**src/rtl/ctrl_pkg.sv**
```systemverilog
// Shared types and encodings for the multicycle CPU memory-port control path.
package ctrl_pkg;

  localparam logic [1:0] IORD_PC  = 2'b00;
  localparam logic [1:0] IORD_EXC = 2'b01;
  localparam logic [1:0] IORD_ALU = 2'b10;
  localparam logic [1:0] IORD_RES = 2'b11;

  localparam int CNT_W = 3;

  typedef enum logic [1:0] {G_FETCH, G_DATA, G_EXC} grant_e;
  typedef enum logic {S_IDLE, S_ACCESS} state_e;

endpackage

```
**src/rtl/mem_port_sequencer_if.sv**
```systemverilog
// Request/acknowledge and memory-port control bundle between the CPU sources and the sequencer.
interface mem_port_sequencer_if;

  logic       fetch_req;
  logic       data_req;
  logic       data_we;
  logic       data_src;
  logic       exc_req;
  logic [1:0] iord_sel;
  logic       mem_wr;
  logic       ir_write;
  logic       mdr_write;
  logic       fetch_ack;
  logic       data_ack;
  logic       exc_ack;
  logic       busy;

  modport master (
    output fetch_req, data_req, data_we, data_src, exc_req,
    input  iord_sel, mem_wr, ir_write, mdr_write, fetch_ack, data_ack, exc_ack, busy
  );

  modport slave (
    input  fetch_req, data_req, data_we, data_src, exc_req,
    output iord_sel, mem_wr, ir_write, mdr_write, fetch_ack, data_ack, exc_ack, busy
  );

endinterface

```
**src/rtl/mem_port_sequencer_lat_counter.sv**
```systemverilog
// Memory-latency down counter: loads a start value, decrements to zero and holds there.
module lat_counter
  import ctrl_pkg::*;
(
  input  logic             clk,
  input  logic             reset,
  input  logic             load,
  input  logic [CNT_W-1:0] load_val,
  input  logic             dec,
  output logic [CNT_W-1:0] cnt,
  output logic             zero
);

  logic [CNT_W-1:0] cnt_q, cnt_d;

  always_comb begin
    cnt_d = cnt_q;
    if (load)
      cnt_d = load_val;
    else if (dec && (cnt_q != '0))
      cnt_d = cnt_q - 1'b1;
  end

  // NOTE: sequential state is updated only with <= so every flop samples pre-edge values.
  always_ff @(posedge clk or posedge reset) begin
    if (reset) cnt_q <= '0;
    else       cnt_q <= cnt_d;
  end

  assign cnt  = cnt_q;
  assign zero = (cnt_q == '0);

endmodule

```
**src/rtl/mem_port_sequencer.sv**
```systemverilog
// Arbiter and access sequencer for the shared memory port; all outputs come from flops.
module mem_port_sequencer
  import ctrl_pkg::*;
#(
  parameter int MEM_LAT = 2
) (
  input  logic                 clk,
  input  logic                 reset,
  mem_port_sequencer_if.slave  bus
);

  localparam logic [CNT_W-1:0] LAT_INIT = CNT_W'(MEM_LAT - 1);

  state_e     state_q, state_d;
  grant_e     grant_q, grant_d;
  logic [1:0] iord_sel_q, iord_sel_d;
  logic       we_q, we_d;
  logic       mem_wr_q, mem_wr_d;
  logic       ir_write_q, ir_write_d;
  logic       mdr_write_q, mdr_write_d;
  logic       fetch_ack_q, fetch_ack_d;
  logic       data_ack_q, data_ack_d;
  logic       exc_ack_q, exc_ack_d;

  logic             cnt_load, cnt_dec, cnt_zero, done_next;
  logic [CNT_W-1:0] cnt;

  lat_counter u_lat_counter (
    .clk      (clk),
    .reset    (reset),
    .load     (cnt_load),
    .load_val (LAT_INIT),
    .dec      (cnt_dec),
    .cnt      (cnt),
    .zero     (cnt_zero)
  );

  // NOTE: every always_comb output gets a default first so no latch is inferred.
  always_comb begin
    state_d     = state_q;
    grant_d     = grant_q;
    iord_sel_d  = iord_sel_q;
    we_d        = we_q;
    mem_wr_d    = 1'b0;
    ir_write_d  = 1'b0;
    mdr_write_d = 1'b0;
    fetch_ack_d = 1'b0;
    data_ack_d  = 1'b0;
    exc_ack_d   = 1'b0;
    cnt_load    = 1'b0;
    cnt_dec     = 1'b0;
    done_next   = 1'b0;

    unique case (state_q)
      S_IDLE: begin
        if (bus.exc_req || bus.data_req || bus.fetch_req) begin
          state_d  = S_ACCESS;
          cnt_load = 1'b1;
          if (bus.exc_req) begin
            grant_d    = G_EXC;
            iord_sel_d = IORD_EXC;
            we_d       = 1'b0;
          end else if (bus.data_req) begin
            grant_d    = G_DATA;
            iord_sel_d = bus.data_src ? IORD_RES : IORD_ALU;
            we_d       = bus.data_we;
          end else begin
            grant_d    = G_FETCH;
            iord_sel_d = IORD_PC;
            we_d       = 1'b0;
          end
          mem_wr_d  = (grant_d == G_DATA) && we_d;
          done_next = (LAT_INIT == '0);
        end
      end
      S_ACCESS: begin
        if (cnt_zero) begin
          state_d = S_IDLE;
        end else begin
          cnt_dec   = 1'b1;
          done_next = (cnt == CNT_W'(1));
        end
      end
      default: state_d = S_IDLE;
    endcase

    // Strobes are registered, so they are raised one edge before the final ACCESS cycle.
    if (done_next) begin
      unique case (grant_d)
        G_FETCH: begin ir_write_d = 1'b1; fetch_ack_d = 1'b1; end
        G_EXC:   begin ir_write_d = 1'b1; exc_ack_d   = 1'b1; end
        G_DATA:  begin mdr_write_d = !we_d; data_ack_d = 1'b1; end
        default: ;
      endcase
    end
  end

  always_ff @(posedge clk or posedge reset) begin
    if (reset) begin
      state_q     <= S_IDLE;
      grant_q     <= G_FETCH;
      iord_sel_q  <= IORD_PC;
      we_q        <= 1'b0;
      mem_wr_q    <= 1'b0;
      ir_write_q  <= 1'b0;
      mdr_write_q <= 1'b0;
      fetch_ack_q <= 1'b0;
      data_ack_q  <= 1'b0;
      exc_ack_q   <= 1'b0;
    end else begin
      state_q     <= state_d;
      grant_q     <= grant_d;
      iord_sel_q  <= iord_sel_d;
      we_q        <= we_d;
      mem_wr_q    <= mem_wr_d;
      ir_write_q  <= ir_write_d;
      mdr_write_q <= mdr_write_d;
      fetch_ack_q <= fetch_ack_d;
      data_ack_q  <= data_ack_d;
      exc_ack_q   <= exc_ack_d;
    end
  end

  assign bus.iord_sel  = iord_sel_q;
  assign bus.mem_wr    = mem_wr_q;
  assign bus.ir_write  = ir_write_q;
  assign bus.mdr_write = mdr_write_q;
  assign bus.fetch_ack = fetch_ack_q;
  assign bus.data_ack  = data_ack_q;
  assign bus.exc_ack   = exc_ack_q;
  assign bus.busy      = (state_q == S_ACCESS);

endmodule

```
**src/flat_wrapper.sv**
```systemverilog
// flat-port wrapper written by rule: the top's interface ports become plain ports
module mem_port_sequencer_flat import ctrl_pkg::*;
#(
  parameter int MEM_LAT = 2
)
  (clk, reset, bus_fetch_req, bus_data_req, bus_data_we, bus_data_src, bus_exc_req, bus_iord_sel, bus_mem_wr, bus_ir_write, bus_mdr_write, bus_fetch_ack, bus_data_ack, bus_exc_ack, bus_busy);
  mem_port_sequencer_if bus_i ();
  input  logic clk;
  input  logic reset;
  input wire logic [$bits(bus_i.fetch_req)-1:0] bus_fetch_req;
  input wire logic [$bits(bus_i.data_req)-1:0] bus_data_req;
  input wire logic [$bits(bus_i.data_we)-1:0] bus_data_we;
  input wire logic [$bits(bus_i.data_src)-1:0] bus_data_src;
  input wire logic [$bits(bus_i.exc_req)-1:0] bus_exc_req;
  output wire logic [$bits(bus_i.iord_sel)-1:0] bus_iord_sel;
  output wire logic [$bits(bus_i.mem_wr)-1:0] bus_mem_wr;
  output wire logic [$bits(bus_i.ir_write)-1:0] bus_ir_write;
  output wire logic [$bits(bus_i.mdr_write)-1:0] bus_mdr_write;
  output wire logic [$bits(bus_i.fetch_ack)-1:0] bus_fetch_ack;
  output wire logic [$bits(bus_i.data_ack)-1:0] bus_data_ack;
  output wire logic [$bits(bus_i.exc_ack)-1:0] bus_exc_ack;
  output wire logic [$bits(bus_i.busy)-1:0] bus_busy;
  assign bus_i.fetch_req = bus_fetch_req;
  assign bus_i.data_req = bus_data_req;
  assign bus_i.data_we = bus_data_we;
  assign bus_i.data_src = bus_data_src;
  assign bus_i.exc_req = bus_exc_req;
  assign bus_iord_sel = bus_i.iord_sel;
  assign bus_mem_wr = bus_i.mem_wr;
  assign bus_ir_write = bus_i.ir_write;
  assign bus_mdr_write = bus_i.mdr_write;
  assign bus_fetch_ack = bus_i.fetch_ack;
  assign bus_data_ack = bus_i.data_ack;
  assign bus_exc_ack = bus_i.exc_ack;
  assign bus_busy = bus_i.busy;
  mem_port_sequencer #(.MEM_LAT(MEM_LAT)) u_core (.clk(clk), .reset(reset), .bus(bus_i));
endmodule
```
**config.mk**
```make
export PLATFORM = sky130hd
export DESIGN_NAME = mem_port_sequencer_flat
export DESIGN_NICKNAME = d
export VERILOG_FILES = /design/src/rtl/ctrl_pkg.sv /design/src/rtl/mem_port_sequencer_if.sv /design/src/rtl/mem_port_sequencer_lat_counter.sv /design/src/rtl/mem_port_sequencer.sv /design/src/flat_wrapper.sv
export SDC_FILE = /design/constraint.sdc
export NUM_CORES = 1
export LEC_CHECK = 0
export ABC_CLOCK_PERIOD_IN_PS = 2800
export BUFFER_PORTS_ARGS = -buffer_cell sky130_fd_sc_hd__buf_2
export CAP_MARGIN = 0
export CORE_MARGIN = 5
export CORE_UTILIZATION = 50
export DETAILED_ROUTE_END_ITERATION = 8
export HOLD_SLACK_MARGIN = 0.05
export PLACE_DENSITY = 0.75
export SYNTH_ARGS = -nofsm -noshare
export SYNTH_HDL_FRONTEND = slang
export SYNTH_SLANG_ARGS = --single-unit
```
**constraint.sdc**
```tcl
create_clock -name clk -period 2.8 [get_ports clk]
set_input_delay 0.84 -clock clk [delete_from_list [all_inputs] [get_ports clk]]
set_output_delay 0.84 -clock clk [all_outputs]
set_load 0.05 [all_outputs]
```
# ---- Yosys cells after proc, flatten, opt, wreduce, memory -nomap -nowiden
# Index checks and enable logic that the tools add are counted.
dict set report word_totals {
  reg_bits 15
  input_bits 7
  out_inout_bits 9
}
dict set report classes {
  addsub 1
  n_eq_ne 4
  mux 36
  n_bitwise 1
  n_reduce_logical 11
}
# op n
set op_table {}
lappend op_table {{two-way mux 1 bit} 25}
lappend op_table {{two-way mux 2 bit} 7}
lappend op_table {{two-way mux 3 bit} 2}
lappend op_table {{equality test 2 x 1 -> 1 bit, second input constant} 2}
lappend op_table {{one-hot mux 1 bit (2 select lines)} 2}
lappend op_table {{equality test 3 x 1 -> 1 bit, second input constant} 1}
lappend op_table {{logical NOT 3 bit} 1}
lappend op_table {{nonzero test 3 bit} 1}
lappend op_table {{subtractor 3 x 1 -> 3 bit, second input constant} 1}
lappend op_table {{equality test 2 bit, second input constant} 1}
lappend op_table {{logical AND 1 bit} 2}
lappend op_table {{logical NOT 2 bit} 1}
lappend op_table {{logical OR 1 bit} 2}
lappend op_table {{AND reduction 2 bit} 1}
lappend op_table {{nonzero test 2 bit} 1}
lappend op_table {{OR reduction 2 bit} 1}
lappend op_table {{logical NOT 1 bit} 1}
lappend op_table {{NOT 1 bit} 1}

# ---- Longest topological paths before layout
# Gate-level depths: netlist of the first run.
dict set report depth {
  depth_word 10
  mapped_depth 5
  depth_no_buf 5
}

# ---- By module
# Synthesis of the first run repeated with hierarchy kept, for this count alone.
dict set report hier_totals {
  cells_unflattened 68
  area_unflattened_um2 735.7
}
# mod instances cells_each area_each_um2 seq_area_each_um2
set modules_own_cells {}
lappend modules_own_cells {mem_port_sequencer 1 48 524.3 300.3}
lappend modules_own_cells {lat_counter 1 20 211.5 75.1}

# ---- Least setup slack after synthesis of the first run
# No wires, ideal clock.
dict set report synth_timing {
  path_type {input -> register}
  start {in bus_data_req}
  end {reg u_core.mdr_write_q, in the netlist u_core.bus.mdr_write}
  setup_time_ns 0.132
  arrival_ns 1.432
  t_required_ns 2.668
  setup_slack_ns 1.236
  cell_stages 3
  n_path_buf 0
  path_cell_list {or3b_1 a21oi_1 nor4b_2}
}
dict set report synth_via {
  elab_chain_len 9
}
# item line_no
set synth_rtl {}
lappend synth_rtl {{start: declaration} flat_wrapper.sv:11} ;# input wire logic [$bits(bus_i.data_req)-1:0] bus_data_req;
lappend synth_rtl {{two-way mux 1 bit} mem_port_sequencer.sv:63} ;# end else if (bus.data_req) begin
lappend synth_rtl {{two-way mux 2 bit / two-way mux 1 bit (equally long branches)} mem_port_sequencer.sv:59} ;# if (bus.exc_req) begin
lappend synth_rtl {{two-way mux 2 bit / two-way mux 1 bit (equally long branches)} mem_port_sequencer.sv:56} ;# if (bus.exc_req || bus.data_req || bus.fetch_req) begin
lappend synth_rtl {{two-way mux 2 bit / two-way mux 1 bit (equally long branches)} mem_port_sequencer.sv:54} ;# unique case (state_q)
lappend synth_rtl {{two-way mux 2 bit / two-way mux 1 bit (equally long branches)} mem_port_sequencer.sv:56}
lappend synth_rtl {{two-way mux 2 bit / two-way mux 1 bit (equally long branches)} mem_port_sequencer.sv:54}
lappend synth_rtl {{equality test 2 x 1 -> 1 bit / logical NOT 1 bit (equally long branches)} {mem_port_sequencer.sv:89, mem_port_sequencer.sv:92}}
lappend synth_rtl {{two-way mux 1 bit (*)} mem_port_sequencer.sv:89} ;# unique case (grant_d)
lappend synth_rtl {{two-way mux 1 bit (*)} mem_port_sequencer.sv:88} ;# if (done_next) begin
lappend synth_rtl {{via u_core.mdr_write_d} mem_port_sequencer.sv:20} ;# logic mdr_write_q, mdr_write_d;
lappend synth_rtl {{end signal: assignment} mem_port_sequencer.sv:117} ;# mdr_write_q <= mdr_write_d;
lappend synth_rtl {{end: declaration} mem_port_sequencer.sv:20}
# The timed path passes the listed nets; every way through them passes the cells marked *. The select of a mux whose other input is x is not followed.
# A chain may end at the register's enable or synchronous reset.

# ---- Worst setup path after layout of the first run
dict set report layout_timing {
  start {reg u_core.state_q, in the netlist u_core.bus.busy}
  end {out bus_busy}
}
# item line_no
set layout_rtl {}
lappend layout_rtl {{start: declaration} mem_port_sequencer.sv:14} ;# state_e state_q, state_d;
lappend layout_rtl {{start signal: assignment} mem_port_sequencer.sv:111} ;# state_q <= state_d;
lappend layout_rtl {{end: declaration} flat_wrapper.sv:22} ;# output wire logic [$bits(bus_i.busy)-1:0] bus_busy;
# No word-level cell between the ends.

==> impl_metrics.env, run 1 <==
export IMPL_pwr_share_comb_pct=49.2
export IMPL_sw_frac_of_total_pct=45.8
export IMPL_synth_edff_count=0
export IMPL_synth_compound_area_share_pct=14.4
export IMPL_startpoint_type="flop"
export IMPL_root_buffer="clkbuf_4"
export IMPL_setup_slack_ns=0.723
export IMPL_endpoint="bus_busy"
export IMPL_cap_violations=0
export IMPL_hold_buffers=0
export IMPL_diodes=0
export IMPL_power_density_nw_per_um2=1190
export IMPL_ff2ff_setup_slack_ns=1.35
export IMPL_remaining_drc_errors=0
export IMPL_cp_cell_sequence="buf_2"
export IMPL_synth_cells=58
export IMPL_yosys_area_share_xor_xnor_pct=0
export IMPL_pwr_share_clk_pct=12.9
export IMPL_crit_family="flip-flops"
export IMPL_crit_arrival_ns=1.24
export IMPL_rr_worst_depth=5
export IMPL_synthMuxAreaShare_pct=3.06
export IMPL_routed_wl_um=1280
export IMPL_fmax_ghz=0.481
export IMPL_clk_latency_ns=0.29
export IMPL_dpl_hpwl_um=928
export IMPL_routedWlPerCell_um=14.1
export IMPL_avgSynthCellArea_um2=12.0
export IMPL_cts_resized=0
export IMPL_yosysSeqAreaShare_pct=54.0
export IMPL_cp_slowest_cell="dfrtp_1"
export IMPL_gr_total_overflow=0
export IMPL_fin_crit_sh_pct=74.2
export IMPL_ys_seq_elements=15
export IMPL_r2r_end="u_core.bus.fetch_ack"
export IMPL_port_buffer_count=15
export IMPL_vias=484
export IMPL_cts_tree="built"
export IMPL_cts_setup_buffers=0
export IMPL_grt_max_degree=16
export IMPL_grt_first_pass_wirelength_um=2140
export IMPL_hold_path_class="flop to flop"
export IMPL_track_usage_pct=15.3
export IMPL_drive_gt1_share_pct=32.9
export IMPL_slew_headroom_pct=63.0
export IMPL_dp_cells=87
export IMPL_ys_top_cells_by_count="15 x dfrtp_1, 7 x inv_1, 3 x a21oi_1, 3 x ha_1"
export IMPL_cpPeakStageDelay_ns=0.61
export IMPL_tns_ns=0
export IMPL_pwr_share_seq_pct=37.9
export IMPL_status="finished clean"
export IMPL_path_depth=1
export IMPL_fin_nets=87
export IMPL_hold_worst_slack_ns=0.479
export IMPL_pre_cts_ws_ns=0.977
export IMPL_hold_depth=1
export IMPL_gp_congestion=0.752
export IMPL_die_x_um=47.3
export IMPL_start_util_pct=53.5
export IMPL_core_um2=1300
export IMPL_antenna_found_initial=0
export IMPL_die_y_um=47.3
export IMPL_synth_warnings=0
export IMPL_startpoint="u_core.bus.busy"
export IMPL_r2r_start="u_core.u_lat_counter.cnt[0]"
export IMPL_cellLeakagePower_nw=0.422
export IMPL_viasPerCell=5.32
export IMPL_clock_path_buffers=2
export IMPL_drt_iter0_markers=8
export IMPL_cp_max_fo=12
export IMPL_synth_flop_cell="dfrtp_1"
export IMPL_synthAdderAreaFrac_pct=5.40
export IMPL_synth_area_um2=696
export IMPL_critical_path_required_ns=1.96
export IMPL_final_cells=91
export IMPL_first_pass_iters=4
export IMPL_synth_top_area_share_pct=54.0
export IMPL_yosys_area_share_simple_pct=18.3
export IMPL_finalSetupViolCount=0
export IMPL_p_sw_w=0.000438
export IMPL_p_int_w=0.000520
export IMPL_std_cell_rows=13
export IMPL_async_reset_ff_share_pct=100
export IMPL_path_clk_slew_ns=0.09
export IMPL_tightest_slew_ns=0.554
export IMPL_synthTopCellsByArea="dfrtp_1 54%, ha_1 5.4%, inv_1 3.8%, nor3b_4 2.7%, o21bai_4 2.7%"
export IMPL_endpoint_kind="primary output"
export IMPL_antenna_left=0
export IMPL_htree_levels=1
export IMPL_slew_violations=0
export IMPL_cts_sinks=15
export IMPL_hold_violations=0
export IMPL_io_pins=16
export IMPL_peakVddDrop_mv=0.615
export IMPL_cts_buffers=3
export IMPL_synth_top_family_by_area="simple AND/OR/NAND/NOR gates"
export IMPL_rsz0062_at_grt="no"
export IMPL_crit_buf_inv=1
export IMPL_finalCriticalPeriod_ns=2.08
export IMPL_syn_nets=68
export IMPL_final_setup_skew_ns=0.00590
export IMPL_die_area_um2=2240
export IMPL_yosysUniqueCellTypes=31
export IMPL_synth_most_common_cell="dfrtp_1"
export IMPL_synthToLayoutAreaGrowth_pct=16.2
export IMPL_yosys_area_top_type="dfrtp_1"
export IMPL_grt_pass1_vias=450
export IMPL_path_class="flop to primary output"
==> cells in the final DEF (no fill, tap or decap), types with 2 or more instances in the layout <==
master and instances:
ha_1 3, buf_2 15, dfrtp_1 15, a21oi_1 3, nand2_1 2, nor2_1 2
clkbuf_4 3, o21ai_0 2, inv_1 7
==> cell type report <==
cell class | count | area, um2
multi-input cells | 35 | 287
repair buffers | 15 | 75.1
flip-flops and latches | 15 | 375
fillers | 121 | 493
clock buffers | 4 | 26.3
inverters | 7 | 26.3
well taps | 15 | 18.8
==> layer usage <==
metal	wire, um	share of wire [%]	GRT usage [%]	vias up
li1	-	-	-	237
met1	545	43	19.1	221
met2	595	46	21.1	21
met3	94	7.3	4.60	5
met4	45	3.5	13.3	0
met5	0	0	0	-
==> cells by family (layout without fill, tap and decap cells) <==
kind of cell	count (synthesis)	after routing
flip-flops	15	15
AO/OA/AOI/OAI	13	13
adder cells (fa/ha/maj)	3	3
AND/OR/NAND/NOR	17	17
multiplexers	2	2
buffers and inverters	8	26
==> state kept, by name, summed over array words and instances (netlist names) <==
name and cells:
u_core.bus.mdr_write 1, u_core.bus.exc_ack 1, u_core.bus.data_ack 1, u_core.bus.ir_write 1, u_core.bus.mem_wr 1, u_core.u_lat_counter.cnt 3, u_core.grant_q 2, u_core.bus.iord_sel 2
u_core.bus.busy 1, u_core.we_q 1, u_core.bus.fetch_ack 1
==> how the worst min path moves through the flow <==
stage | start | end | slack [ns]
floorplan | u_core.grant_q[0] | u_core.bus.ir_write | 0.45
global placement | u_core.bus.iord_sel[0] | u_core.bus.iord_sel[0] | 0.47
detailed placement | u_core.bus.iord_sel[1] | u_core.bus.iord_sel[1] | 0.47
CTS | u_core.bus.iord_sel[1] | u_core.bus.iord_sel[1] | 0.49
global route | u_core.bus.iord_sel[1] | u_core.bus.iord_sel[1] | 0.50
finish | u_core.grant_q[0] | u_core.bus.ir_write | 0.48
==> power groups by stage <==
stage	registers [W]	logic, W	clock network (W)
2_1_floorplan	0.000481	0.000252	0
3_3_place_gp	0.000363	0.000455	0
3_5_place_dp	0.000366	0.000466	0
4_1_cts	0.000362	0.000475	0.000128
5_1_grt	0.000372	0.000512	0.000141
6_report	0.000363	0.000472	0.000124
==> through the flow <==
step / area, um2 / util (%) / power [W]
5_1_grt: 808 / 62.1 / 0.00102
3_3_place_gp: 782 / 60.1 / 0.000819
6_report: 808 / 62.1 / 0.000958
4_1_cts: 808 / 62.1 / 0.000966
2_1_floorplan: 696 / - / 0.000733
3_5_place_dp: 782 / 60.1 / 0.000832
Power figures use the tool's default switching activity.
==> inputs of run 2 (changes only) <==
Settings changed: ABC_CLOCK_PERIOD_IN_PS 2800 to 1750, CORE_UTILIZATION 50 to 45, PLACE_DENSITY 0.75 to 0.71.
Clock period 2.8 ns to 1.75 ns, I/O delays scaled along.
==> run 2 against run 1 <==
Register-to-register slack lost 1.0 ns; combinational power up 57%; first-iteration DRC count down 38%; utilization down 7.7 points; worst setup slack got worse by 0.57 ns; global-route usage shrank 4.3 points; critical endpoint unchanged; largest cell class unchanged.
==> impl_metrics.env, run 2 (synthesis gave the netlist of run 1 again) <==
export IMPL_hold_path_class="primary input to asynchronous set/reset pin"
export IMPL_routed_wl_um=1210
export IMPL_die_area_um2=2430
export IMPL_cp_cell_sequence="buf_2"
export IMPL_power_density_nw_per_um2=1870
export IMPL_cellLeakagePower_nw=0.422
export IMPL_startpoint_type="flop"
export IMPL_dp_cells=88
export IMPL_die_y_um=49.3
export IMPL_track_usage_pct=11.0
export IMPL_cpPeakStageDelay_ns=0.49
export IMPL_cts_tree="built"
export IMPL_largest_reg_flops=3
export IMPL_htree_levels=1
export IMPL_status="finished clean"
export IMPL_remaining_drc_errors=0
export IMPL_crit_buf_inv=1
export IMPL_path_class="flop to primary output"
export IMPL_die_x_um=49.3
export IMPL_diodes=0
export IMPL_grt_first_pass_wirelength_um=2060
export IMPL_antenna_found_initial=0
export IMPL_finalCriticalPeriod_ns=1.60
export IMPL_synthToLayoutAreaGrowth_pct=16.5
export IMPL_gr_total_overflow=0
export IMPL_viasPerCell=5.32
export IMPL_peakVddDrop_mv=0.865
export IMPL_fin_nets=87
export IMPL_final_setup_skew_ns=0.00215
export IMPL_root_buffer="clkbuf_4"
export IMPL_hold_worst_slack_ns=0.278
export IMPL_clk_latency_ns=0.28
export IMPL_std_cell_rows=14
export IMPL_crit_family="flip-flops"
export IMPL_io_pins=16
export IMPL_dpl_hpwl_um=932
export IMPL_hold_violations=0
export IMPL_path_clk_slew_ns=0.09
export IMPL_finalSetupViolCount=0
export IMPL_slew_headroom_pct=62.8
export IMPL_cts_buffers=3
export IMPL_critical_path_required_ns=1.22
export IMPL_core_um2=1490
export IMPL_final_cell_mix="15 x buf_2, 14 x dfrtp_1, 7 x inv_1"
export IMPL_cp_slowest_cell="dfrtp_2"
export IMPL_endpoint_kind="primary output"
export IMPL_cts_sinks=15
export IMPL_routedWlPerCell_um=13.2
export IMPL_grt_pass1_vias=469
export IMPL_hold_buffers=0
export IMPL_fmax_ghz=0.625
export IMPL_cap_violations=0
export IMPL_cp_max_fo=12
export IMPL_fin_crit_sh_pct=91.4
export IMPL_tns_ns=0
export IMPL_tightest_slew_ns=0.557
export IMPL_grt_max_degree=16
export IMPL_rsz0062_at_grt="no"
export IMPL_final_common_cell="buf_2"
export IMPL_first_pass_iters=2
export IMPL_cts_resized=0
export IMPL_slew_violations=0
export IMPL_crit_arrival_ns=1.07
export IMPL_drt_iter0_markers=5
export IMPL_port_buffer_count=15
export IMPL_drive_gt1_share_pct=34.2
export IMPL_antenna_left=0
export IMPL_cts_setup_buffers=0
export IMPL_clock_path_buffers=2
export IMPL_final_cells=92
export IMPL_start_util_pct=46.7
export IMPL_vias=489
export IMPL_gp_congestion=0.719
[run 2: cell type report]
class                           count  area (um2)
Sequential cell                    15         377
Inverter                            7        26.3
Timing Repair Buffer               15        75.1
Tap cell                           16        20.0
Multi-Input combinational cell     35         287
Fill cell                         127         678
Clock buffer                        4        26.3
[run 2: layer usage]
metal | vias to the layer above | GRT usage, % | wire length, um
met5 | - | 0 | 0
met4 | 0 | 6.73 | 25
met3 | 4 | 3.67 | 58
met2 | 12 | 16.7 | 572
met1 | 235 | 13.2 | 555
li1 | 238 | - | -
[run 2: final timing paths]
| path | depth (start not counted) | from | endpoint | slack [ns] |
|---|---|---|---|---|
| min in group clk | 2 | bus_data_we | u_core.bus.mem_wr | 0.48 |
| worst min register to register | 1 | u_core.bus.iord_sel[1] | u_core.bus.iord_sel[1] | 0.48 |
| worst max register to register | 5 | u_core.u_lat_counter.cnt[0] | u_core.bus.fetch_ack | 0.35 |
| worst max-delay path | 1 | u_core.bus.busy | bus_busy | 0.15 |
| max in group asynchronous | 2 | reset | u_core.bus.busy | 1.08 |
| worst min-delay path | 2 | reset | u_core.bus.exc_ack | 0.28 |
[run 2: per-stage QoR]
stage,setup WS [ns],total power (W),utilization (%),cell area [um2]
finish,0.150,0.00151,54.5,811
global route,0.108,0.00161,54.5,811
CTS,0.0295,0.00152,54.4,810
detailed placement,0.265,0.00132,52.6,783
global placement,0.255,0.00131,52.6,783
floorplan,0.223,0.00117,-,696
[run 2: where the power goes]
part | leakage [nW] | internal (W) | total (W) | switching (W)
registers | 0.191 | 0.000481 | 0.000577 | 0.0000959
logic | 0.216 | 0.000262 | 0.000741 | 0.000479
clock network | 0.0150 | 0.0000884 | 0.000194 | 0.000106
==> inputs of run 3 (changes only) <==
Settings changed: BUFFER_PORTS_ARGS -buffer_cell sky130_fd_sc_hd__buf_2 to -buffer_cell sky130_fd_sc_hd__buf_4, CTS_CLUSTER_DIAMETER set to 100.
==> run 3 against run 2 <==
Sequential share of layout area down 2.1 points; cell count unchanged; cell area is 4.6% higher; hold slack gained 0.0065 ns; largest power group unchanged; critical path depth stayed put; critical endpoint unchanged; wire length grew 2.4%; fmax grew 3.8%; die area is the same; sequential power grew 1%; register-to-register slack barely moved; worst setup slack gained 0.059 ns; power up 3.4%.
==> impl_metrics.env, run 3 (synthesis gave the netlist of run 1 again) <==
export IMPL_status="finished clean"
export IMPL_cts_resized=0
export IMPL_cts_setup_buffers=0
export IMPL_die_y_um=49.3
export IMPL_pwr_share_seq_pct=37.4
export IMPL_finalSetupViolCount=0
export IMPL_tightest_slew_ns=0.555
export IMPL_fin_crit_sh_pct=88.1
export IMPL_fmax_ghz=0.649
export IMPL_grt_max_degree=16
export IMPL_start_util_pct=46.7
export IMPL_rsz0062_at_grt="no"
export IMPL_endpoint_kind="primary output"
export IMPL_diodes=0
export IMPL_dpl_hpwl_um=954
export IMPL_peakVddDrop_mv=0.858
export IMPL_finalCriticalPeriod_ns=1.54
export IMPL_clock_path_buffers=2
export IMPL_first_pass_iters=4
export IMPL_remaining_drc_errors=0
export IMPL_hold_path_class="primary input to asynchronous set/reset pin"
export IMPL_io_pins=16
export IMPL_path_class="flop to primary output"
export IMPL_crit_arrival_ns=1.02
export IMPL_fillers=131
export IMPL_cpPeakStageDelay_ns=0.49
export IMPL_die_area_um2=2430
export IMPL_cp_slowest_cell="dfrtp_2"
export IMPL_dp_cells=88
export IMPL_sw_frac_of_total_pct=44.1
export IMPL_pwr_share_clk_pct=12.5
export IMPL_viasPerCell=5.35
export IMPL_hold_buffers=0
export IMPL_cts_buffers=3
export IMPL_grt_first_pass_wirelength_um=2300
export IMPL_cts_tree="built"
export IMPL_p_int_w=0.000874
export IMPL_std_cell_rows=14
export IMPL_slew_headroom_pct=63.0
export IMPL_tns_ns=0
export IMPL_pre_cts_ws_ns=0.293
export IMPL_power_density_nw_per_um2=1840
export IMPL_fin_nets=87
export IMPL_crit_family="flip-flops"
export IMPL_cellLeakagePower_nw=0.429
export IMPL_cp_cell_sequence="buf_4"
export IMPL_slew_violations=0
export IMPL_die_x_um=49.3
export IMPL_grt_pass1_vias=517
export IMPL_root_buffer="clkbuf_4"
export IMPL_setup_slack_ns=0.209
export IMPL_gr_total_overflow=0
export IMPL_vias=492
export IMPL_port_buffer_count=15
export IMPL_core_um2=1490
export IMPL_crit_buf_inv=1
export IMPL_drive_gt1_share_pct=34.2
export IMPL_synthToLayoutAreaGrowth_pct=21.9
export IMPL_final_cells=92
export IMPL_p_total_w=0.00156
export IMPL_track_usage_pct=12.7
export IMPL_path_clk_slew_ns=0.08
export IMPL_final_cell_mix="15 x buf_4, 14 x dfrtp_1, 7 x inv_1"
export IMPL_cts_sinks=15
export IMPL_routedWlPerCell_um=13.5
export IMPL_drt_iter0_markers=9
export IMPL_clk_latency_ns=0.28
export IMPL_critical_path_required_ns=1.22
export IMPL_cp_max_fo=12
export IMPL_antenna_found_initial=0
export IMPL_routed_wl_um=1240
export IMPL_final_common_cell="buf_4"
export IMPL_pwr_share_comb_pct=50.1
export IMPL_largest_reg_flops=3
export IMPL_p_sw_w=0.000689
export IMPL_htree_levels=1
export IMPL_cap_violations=0
export IMPL_antenna_left=0
export IMPL_gp_congestion=0.802
export IMPL_final_setup_skew_ns=0.00277
export IMPL_startpoint_type="flop"
export IMPL_hold_violations=0
run 3: final cells by class:
type	instances	area [um2]	share of cell area, %
repair buffers	15	113	13.3
clock buffers	4	26.3	3.10
inverters	7	26.3	3.10
multi-input cells	35	287	33.8
flip-flops and latches	15	377	44.4
well taps	16	20.0	2.36
run 3: power by group through the flow:
stage,logic [W],clock network (W),registers (W)
6_report,0.000783,0.000195,0.000585
4_1_cts,0.000788,0.000203,0.000582
2_1_floorplan,0.000404,0,0.000769
3_3_place_gp,0.000770,0,0.000586
3_5_place_dp,0.000789,0,0.000587
5_1_grt,0.000862,0.000230,0.000610
run 3: worst paths after layout:
path	startpoint	end	slack, ns	cells after the start
worst max register to register	u_core.u_lat_counter.cnt[0]	u_core.bus.fetch_ack	0.35	5
min in group clk	bus_data_we	u_core.bus.mem_wr	0.46	2
worst max-delay path	u_core.bus.busy	bus_busy	0.21	1
worst min-delay path	reset	u_core.grant_q[1]	0.28	2
max in group asynchronous	reset	u_core.bus.busy	1.07	2
worst min register to register	u_core.bus.iord_sel[1]	u_core.bus.iord_sel[1]	0.49	1
run 3: per-layer routing:
| metal | vias up | track usage [%] | share of wire (%) |
|---|---|---|---|
| met5 | - | 0 | 0 |
| met4 | 0 | 10.8 | 2.8 |
| met3 | 3 | 4.89 | 5.6 |
| met2 | 13 | 18.2 | 47 |
| met1 | 238 | 14.5 | 44 |
| li1 | 238 | - | - |
run 3: metrics by stage:
stage,area (um2),hold WS [ns],utilization (%)
after floorplan,696,0.426,-
after global placement,821,0.463,55.1
after detailed placement,821,0.480,55.1
after CTS,847,0.306,56.9
after global routing,848,0.317,57.0
final,848,0.284,57.0
